$ cat config.mk
export PLATFORM = sky130hd
export DESIGN_NAME = btb_assoc_flat
export DESIGN_NICKNAME = d
export VERILOG_FILES = /design/src/rtl/btb_assoc_if.sv /design/src/rtl/btb_assoc.sv /design/src/flat_wrapper.sv
export SDC_FILE = /design/constraint.sdc
export NUM_CORES = 2
export LEC_CHECK = 0
export ABC_CLOCK_PERIOD_IN_PS = 6500
export CORE_MARGIN = 5
export CORE_UTILIZATION = 45
export DETAILED_ROUTE_END_ITERATION = 8
export PLACE_DENSITY = 0.57
export SETUP_SLACK_MARGIN = 0.1
export SLEW_MARGIN = 20
export SYNTH_ARGS = -nofsm -noshare
export SYNTH_HDL_FRONTEND = slang
export SYNTH_SLANG_ARGS = --single-unit
$ cat constraint.sdc
create_clock -name clk -period 6.5 [get_ports clk]
set_input_delay 0.65 -clock clk [delete_from_list [all_inputs] [get_ports clk]]
set_output_delay 0.65 -clock clk [all_outputs]
set_load 0.02 [all_outputs]
$ cat src/rtl/btb_assoc_if.sv
`default_nettype none
// ---------------------------------------------------------------------------
// btb_assoc_if : lookup/update/flush bundle for btb_assoc.        Rev 1.0
// ---------------------------------------------------------------------------
interface btb_assoc_if #(
  parameter int XLEN = 32
);
  logic [XLEN-1:0] pc_lookup;
  logic            lookup_en;
  logic            update_en;
  logic [XLEN-1:0] pc_update;
  logic [XLEN-1:0] target_actual;
  logic [1:0]      br_type_update;
  logic            taken_actual;
  logic            flush_req;
  logic            hit;
  logic [XLEN-1:0] target_predicted;
  logic [1:0]      br_type_predicted;
  logic            flush_busy;

  modport master (
    output pc_lookup, lookup_en, update_en, pc_update, target_actual,
           br_type_update, taken_actual, flush_req,
    input  hit, target_predicted, br_type_predicted, flush_busy
  );

  modport slave (
    input  pc_lookup, lookup_en, update_en, pc_update, target_actual,
           br_type_update, taken_actual, flush_req,
    output hit, target_predicted, br_type_predicted, flush_busy
  );
endinterface
`default_nettype wire

$ cat src/rtl/btb_assoc.sv
`default_nettype none
// ---------------------------------------------------------------------------
// btb_assoc : set-associative BTB, round-robin victim, swept flush.  Rev 1.0
// ---------------------------------------------------------------------------
module btb_assoc #(
  parameter int XLEN     = 32,
  parameter int NUM_SETS = 16,
  parameter int NUM_WAYS = 2
) (
  input  logic        clk,
  input  logic        reset_n,
  btb_assoc_if.slave  bus
);
  localparam int INDEX_W = $clog2(NUM_SETS);
  localparam int WAY_W   = (NUM_WAYS > 1) ? $clog2(NUM_WAYS) : 1;
  localparam int TAG_W   = XLEN - INDEX_W - 2;
  localparam logic [1:0] BR_COND = 2'b00;
  localparam logic [INDEX_W-1:0] LAST_SET = INDEX_W'(NUM_SETS - 1);

  typedef enum logic [0:0] {
    ST_IDLE  = 1'b0,
    ST_FLUSH = 1'b1
  } state_e;

  // Assertion is immediate; release is re-timed onto the clk rising edge.
  logic [1:0] rst_sync_q, rst_sync_d;
  logic       rst_n_int;

  always_comb rst_sync_d = {rst_sync_q[0], 1'b1};

  always_ff @(posedge clk or negedge reset_n) begin
    if (!reset_n) rst_sync_q <= '0;
    else          rst_sync_q <= rst_sync_d;
  end

  assign rst_n_int = rst_sync_q[1];

  logic [NUM_WAYS-1:0] valid_q  [NUM_SETS];
  logic [NUM_WAYS-1:0] valid_d  [NUM_SETS];
  logic [TAG_W-1:0]    tag_q    [NUM_SETS][NUM_WAYS];
  logic [TAG_W-1:0]    tag_d    [NUM_SETS][NUM_WAYS];
  logic [XLEN-1:0]     target_q [NUM_SETS][NUM_WAYS];
  logic [XLEN-1:0]     target_d [NUM_SETS][NUM_WAYS];
  logic [1:0]          type_q   [NUM_SETS][NUM_WAYS];
  logic [1:0]          type_d   [NUM_SETS][NUM_WAYS];

  state_e              state_q, state_d;
  logic [INDEX_W-1:0]  flush_idx_q, flush_idx_d;
  logic                flush_busy;
  logic                flush_clr;

  assign flush_busy = (state_q == ST_FLUSH);
  assign flush_clr  = flush_busy;

  // ---------------------------------------------------------------- lookup
  logic [INDEX_W-1:0]  lk_idx;
  logic [TAG_W-1:0]    lk_tag;
  logic [NUM_WAYS-1:0] lk_match;
  logic [WAY_W-1:0]    lk_way;
  logic                lk_single;
  logic                lk_hit;

  assign lk_idx = bus.pc_lookup[INDEX_W+1:2];
  assign lk_tag = bus.pc_lookup[XLEN-1:INDEX_W+2];

  always_comb begin
    lk_match = '0;
    lk_way   = '0;
    for (int w = 0; w < NUM_WAYS; w++) begin
      if (valid_q[lk_idx][w] && (tag_q[lk_idx][w] == lk_tag)) begin
        lk_match[w] = 1'b1;
        lk_way      = WAY_W'(w);
      end
    end
  end

  // A duplicated tag is treated as a miss rather than muxing two ways.
  assign lk_single = (lk_match != '0) &&
                     ((lk_match & (lk_match - NUM_WAYS'(1))) == '0);
  assign lk_hit    = bus.lookup_en && !flush_busy && lk_single;

  assign bus.hit               = lk_hit;
  assign bus.target_predicted  = lk_hit ? target_q[lk_idx][lk_way]
                                        : bus.pc_lookup + XLEN'(4);
  assign bus.br_type_predicted = lk_hit ? type_q[lk_idx][lk_way] : BR_COND;
  assign bus.flush_busy        = flush_busy;

  // ---------------------------------------------------------------- update
  logic [INDEX_W-1:0]  up_idx;
  logic [TAG_W-1:0]    up_tag;
  logic [NUM_WAYS-1:0] up_match;
  logic [WAY_W-1:0]    up_way;
  logic [WAY_W-1:0]    free_way;
  logic                has_free;
  logic [WAY_W-1:0]    victim_cur;
  logic                up_ok;
  logic                wr_en;
  logic [WAY_W-1:0]    wr_way;
  logic                victim_adv;

  assign up_idx = bus.pc_update[INDEX_W+1:2];
  assign up_tag = bus.pc_update[XLEN-1:INDEX_W+2];

  always_comb begin
    up_match = '0;
    up_way   = '0;
    free_way = '0;
    has_free = 1'b0;
    for (int w = 0; w < NUM_WAYS; w++) begin
      if (valid_q[up_idx][w] && (tag_q[up_idx][w] == up_tag)) begin
        up_match[w] = 1'b1;
        up_way      = WAY_W'(w);
      end
    end
    // Walk downward so the lowest-index invalid way is the one that sticks.
    for (int w = NUM_WAYS - 1; w >= 0; w--) begin
      if (!valid_q[up_idx][w]) begin
        free_way = WAY_W'(w);
        has_free = 1'b1;
      end
    end
  end

  // A flush request sampled in IDLE takes priority over a concurrent update.
  assign up_ok = bus.update_en && (state_q == ST_IDLE) && !bus.flush_req;

  always_comb begin
    wr_en      = 1'b0;
    wr_way     = up_way;
    victim_adv = 1'b0;
    if (up_ok) begin
      if (up_match != '0) begin
        if (bus.taken_actual || (bus.br_type_update != BR_COND)) wr_en = 1'b1;
      end else if (bus.taken_actual) begin
        wr_en = 1'b1;
        if (has_free) begin
          wr_way = free_way;
        end else begin
          wr_way     = victim_cur;
          victim_adv = 1'b1;
        end
      end
    end
  end

  // ----------------------------------------------------------- flush FSM
  always_comb begin
    state_d     = state_q;
    flush_idx_d = flush_idx_q;
    case (state_q)
      ST_IDLE: begin
        if (bus.flush_req) state_d = ST_FLUSH;
      end
      ST_FLUSH: begin
        flush_idx_d = flush_idx_q + INDEX_W'(1);
        if (flush_idx_q == LAST_SET) begin
          state_d     = ST_IDLE;
          flush_idx_d = '0;
        end
      end
      default: state_d = ST_IDLE;
    endcase
  end

  always_ff @(posedge clk or negedge rst_n_int) begin
    if (!rst_n_int) begin
      state_q     <= ST_IDLE;
      flush_idx_q <= '0;
    end else begin
      state_q     <= state_d;
      flush_idx_q <= flush_idx_d;
    end
  end

  // ------------------------------------------------------------- storage
  always_comb begin
    valid_d = valid_q;
    if (flush_clr) valid_d[flush_idx_q] = '0;
    if (wr_en)     valid_d[up_idx][wr_way] = 1'b1;
  end

  always_comb begin
    tag_d    = tag_q;
    target_d = target_q;
    type_d   = type_q;
    if (wr_en) begin
      tag_d[up_idx][wr_way]    = up_tag;
      target_d[up_idx][wr_way] = bus.target_actual;
      type_d[up_idx][wr_way]   = bus.br_type_update;
    end
  end

  always_ff @(posedge clk or negedge rst_n_int) begin
    if (!rst_n_int) valid_q <= '{default: '0};
    else            valid_q <= valid_d;
  end

  // Payload arrays carry no reset; valid bits alone gate their use.
  always_ff @(posedge clk) begin
    tag_q    <= tag_d;
    target_q <= target_d;
    type_q   <= type_d;
  end

  generate
    if (NUM_WAYS > 1) begin : g_victim
      logic [WAY_W-1:0] victim_q [NUM_SETS];
      logic [WAY_W-1:0] victim_d [NUM_SETS];

      always_comb begin
        victim_d = victim_q;
        if (flush_clr)       victim_d[flush_idx_q] = '0;
        else if (victim_adv) victim_d[up_idx] = victim_q[up_idx] + WAY_W'(1);
      end

      always_ff @(posedge clk or negedge rst_n_int) begin
        if (!rst_n_int) victim_q <= '{default: '0};
        else            victim_q <= victim_d;
      end

      assign victim_cur = victim_q[up_idx];
    end else begin : g_no_victim
      assign victim_cur = '0;
    end
  endgenerate

  logic unused_ok;
  assign unused_ok = ^{bus.pc_update[1:0], victim_adv};

endmodule
`default_nettype wire

$ cat src/flat_wrapper.sv
// flat-port wrapper written by rule: the top's interface ports become plain ports
module btb_assoc_flat 
#(
  parameter int XLEN     = 32,
  parameter int NUM_SETS = 16,
  parameter int NUM_WAYS = 2
)
  (clk, reset_n, bus_pc_lookup, bus_lookup_en, bus_update_en, bus_pc_update, bus_target_actual, bus_br_type_update, bus_taken_actual, bus_flush_req, bus_hit, bus_target_predicted, bus_br_type_predicted, bus_flush_busy);
  btb_assoc_if #(.XLEN(XLEN)) bus_i ();
  input  logic clk;
  input  logic reset_n;
  input wire logic [$bits(bus_i.pc_lookup)-1:0] bus_pc_lookup;
  input wire logic [$bits(bus_i.lookup_en)-1:0] bus_lookup_en;
  input wire logic [$bits(bus_i.update_en)-1:0] bus_update_en;
  input wire logic [$bits(bus_i.pc_update)-1:0] bus_pc_update;
  input wire logic [$bits(bus_i.target_actual)-1:0] bus_target_actual;
  input wire logic [$bits(bus_i.br_type_update)-1:0] bus_br_type_update;
  input wire logic [$bits(bus_i.taken_actual)-1:0] bus_taken_actual;
  input wire logic [$bits(bus_i.flush_req)-1:0] bus_flush_req;
  output wire logic [$bits(bus_i.hit)-1:0] bus_hit;
  output wire logic [$bits(bus_i.target_predicted)-1:0] bus_target_predicted;
  output wire logic [$bits(bus_i.br_type_predicted)-1:0] bus_br_type_predicted;
  output wire logic [$bits(bus_i.flush_busy)-1:0] bus_flush_busy;
  assign bus_i.pc_lookup = bus_pc_lookup;
  assign bus_i.lookup_en = bus_lookup_en;
  assign bus_i.update_en = bus_update_en;
  assign bus_i.pc_update = bus_pc_update;
  assign bus_i.target_actual = bus_target_actual;
  assign bus_i.br_type_update = bus_br_type_update;
  assign bus_i.taken_actual = bus_taken_actual;
  assign bus_i.flush_req = bus_flush_req;
  assign bus_hit = bus_i.hit;
  assign bus_target_predicted = bus_i.target_predicted;
  assign bus_br_type_predicted = bus_i.br_type_predicted;
  assign bus_flush_busy = bus_i.flush_busy;
  btb_assoc #(.XLEN(XLEN), .NUM_SETS(NUM_SETS), .NUM_WAYS(NUM_WAYS)) u_core (.clk(clk), .reset_n(reset_n), .bus(bus_i));
endmodule
==> flow_summary.json <==
{
  "setup_violations": 0,
  "r2r_cells": 12,
  "grt_pass1_wl_mm": 418,
  "mostFrequentLayoutCells": "1920 x edfxtp_1, 680 x mux4_2, 338 x buf_4",
  "clock_path_buffers": 3,
  "final_max_slew_viol_count": 0,
  "pwr-share-clk": 0.411,
  "synth_cell_types": 84,
  "endpoint_kind": "output port",
  "clk-insertion-delay-late_ns": 0.88,
  "p_sw_frac": 0.239,
  "drt_wl_total_mm": 304,
  "fin_crit_ns": 6.27,
  "dieHeight_um": 450,
  "async_reset_ff_frac": 0.0278,
  "overflow": 0,
  "holdWs_ns": 0.305,
  "drc": 0,
  "comb_power_share": 0.093,
  "cp-startpoint": "u_core.tag_q[620]",
  "critPathLaunchType": "register",
  "critPathKind": "reg2out",
  "cp.required_ns": 5.85,
  "rrSetupSlack_ns": 1.66,
  "port_buffers": 137,
  "hp-class": "in2reg",
  "fillers": 15100,
  "gp_congestion": 0.991,
  "core_um2": 192000,
  "period_share": 0.964,
  "max_freq_mhz": 160,
  "fp-row-count": 161,
  "crit_fanout": 9,
  "slew_headroom": 0.181,
  "clock_sinks": 1975,
  "final_nets": 5163,
  "final_util": 0.533,
  "mostFrequentLayoutCell": "edfxtp_1",
  "rsz0062_at_grt": "no",
  "dr.first_iter.drc_count": 6603,
  "synth-edff-count": 1920,
  "drt-vias-per-instance": 6.58,
  "status": "finished clean",
  "layout-drive-gt1-share": 0.311,
  "synth_area_um2": 87000,
  "initial_core_util": 0.452,
  "crit_path_end": "bus_target_predicted[2]",
  "clockRootBuffer": "clkbuf_16",
  "fin_skew_ns": 0.0780,
  "internal-power_uw": 21800,
  "cts_tree": "built",
  "max-cap-violations": 0,
  "synth_flop_cell": "edfxtp_1",
  "irDropWorstVdd_mv": 0.236,
  "die_x_um": 450,
  "ios": 140,
  "syn_area_per_cell_um2": 19.2,
  "switching_power_uw": 6870,
  "dieArea_um2": 202000,
  "grt_usage": 0.297,
  "ys_warn_count": 0,
  "reg2reg_to": "u_core.target_q[904]",
  "grt_pass1_vias": 50300,
  "ys_ff_latch": 1975,
  "firstDrtPassIters": 7,
  "finalHoldViolCount": 0,
  "antenna_found_initial": 19,
  "synthCells": 4528,
  "cts_made_buffers": 206,
  "reg2reg_from": "u_core.tag_q[335]",
  "grt_max_degree": 98,
  "tightest_slew_ns": 1.22,
  "routedWlPerCell_um": 39.2,
  "ant_nets": 0,
  "clk_pin_slew_ns": 0.06,
  "syn2layout_area_growth_pct": 17.9,
  "powerDensity_nw_per_um2": 280,
  "dp_hpwl_mm": 201,
  "ctsHtreeMaxLevel": 4,
  "arrival_ns": 5.62,
  "ys_seq_area_frac": 0.679,
  "vias": 51000,
  "leakagePower_uw": 0.0338,
  "synth_nets": 4637,
  "seqPwrFrac": 0.495
}
-- critical path, stage by stage (launching register included) --
cell             delay, ns
edfxtp_1              0.43
mux4_2                0.47
mux2i_1               0.37
o22ai_1               0.14
a211oi_1              0.48
a21oi_1               0.12
a2111oi_1             0.58
nand4_1               0.15
buf_4                 0.19
xor2_2                0.27
buf_4                 0.17
nand2_2               0.07
buf_12                0.22
mux2i_1               0.30
buf_4                 0.17
clkdlybuf4s50_1       0.59
-- power groups by stage --
stage          Sequential, uW  Clock (uW)  Combinational (uW)
2_1_floorplan           14400           0                1470
3_3_place_gp            14500           0                2620
3_5_place_dp            14500           0                2640
4_1_cts                 14200       12000                2650
5_1_grt                 14200       12500                2790
6_report                14200       11800                2670
-- routing by layer --
layer / vias up / share of wire / GRT usage
met5: - / 0.00020 / 0
met4: 8 / 0.052 / 0.132
met3: 547 / 0.082 / 0.0500
met2: 2720 / 0.46 / 0.454
met1: 27700 / 0.41 / 0.425
li1: 20100 / - / -
-- flip-flops by register name, indices dropped and copies added (netlist names) --
signal                    cells
u_core.g_victim.victim_q     16
u_core.target_q            1024
u_core.rst_sync_q             2
u_core.valid_q               32
u_core.tag_q                832
u_core.flush_idx_q            4
u_core.type_q                64
u_core.bus.flush_busy         1
-- cell usage after synthesis, types with 46 or more instances --
cell / instances / area share
nor2_1: 121 / 0.0052
edfxtp_1: 1920 / 0.66
mux2_2: 62 / 0.0080
nand3_1: 82 / 0.0047
clkbuf_1: 113 / 0.0049
mux2i_1: 296 / 0.034
xnor2_1: 88 / 0.0089
dfrtp_1: 55 / 0.016
mux4_2: 680 / 0.18
buf_4: 46 / 0.0040
nand2_1: 209 / 0.0090
o21ai_0: 87 / 0.0050
buf_2: 93 / 0.0054
a22oi_1: 67 / 0.0058
-- logic make-up after synthesis --
logic type,Yosys count,share of synthesized area
adders and majority gates,5,0.000719
DFF,1975,0.679
muxes,1041,0.219
buffers and inverters,349,0.0208
and+or+nand+nor,585,0.0318
other,1,0.0000431
xor gates and xnor gates,126,0.0127
AOI/OAI and AO/OA,446,0.0364
-- cell type report --
class,count,area (um^2),share of cell area
Multi-Input combinational cell,2204,26400,0.258
Sequential cell,1975,59000,0.576
Timing Repair Buffer,619,7020,0.0684
Clock inverter,138,1410,0.0137
Inverter,48,188,0.00183
Antenna cell,7,17.5,0.000171
Tap cell,2526,3160,0.0308
Clock buffer,244,5320,0.0519
-- through the flow --
step	area [um^2]	TNS [ns]	std cells	total power (uW)	worst slack, ns
after detailed placement	95800	-2.68	7368	17100	-0.382
after global routing	103000	0	7756	29500	0.130
after floorplan	87000	0	4528	15900	0.159
after CTS	103000	0	7753	28800	0.145
final	103000	0	7761	28700	0.235
after global placement	95700	-1.46	7366	17100	-0.323
-- how the worst min path moves through the flow --
stage / from / end / slack [ns] / cells after the start
global placement: u_core.rst_sync_q[0] / u_core.rst_sync_q[1] / 0.34 / 0
detailed placement: u_core.rst_sync_q[0] / u_core.rst_sync_q[1] / 0.34 / 0
floorplan: u_core.rst_sync_q[0] / u_core.rst_sync_q[1] / 0.33 / 0
CTS: u_core.rst_sync_q[0] / u_core.rst_sync_q[1] / 0.36 / 0
finish: bus_target_actual[18] / u_core.target_q[882] / 0.31 / 1
global route: bus_target_actual[9] / u_core.target_q[841] / 0.29 / 1
-- timing repair --
| item | in CTS | in global routing |
|---|---|---|
| setup buffers | 2 | 0 |
| endpoints found under the setup margin | 20 | 14 |
| pin swaps | 1 | 0 |
| gates resized for setup | 4 | 5 |
| endpoints found under the hold margin | 2 | 0 |
| gates cloned | 0 | 1 |
| hold buffers | 1 | 0 |
(Power assumes the default switching activity.)
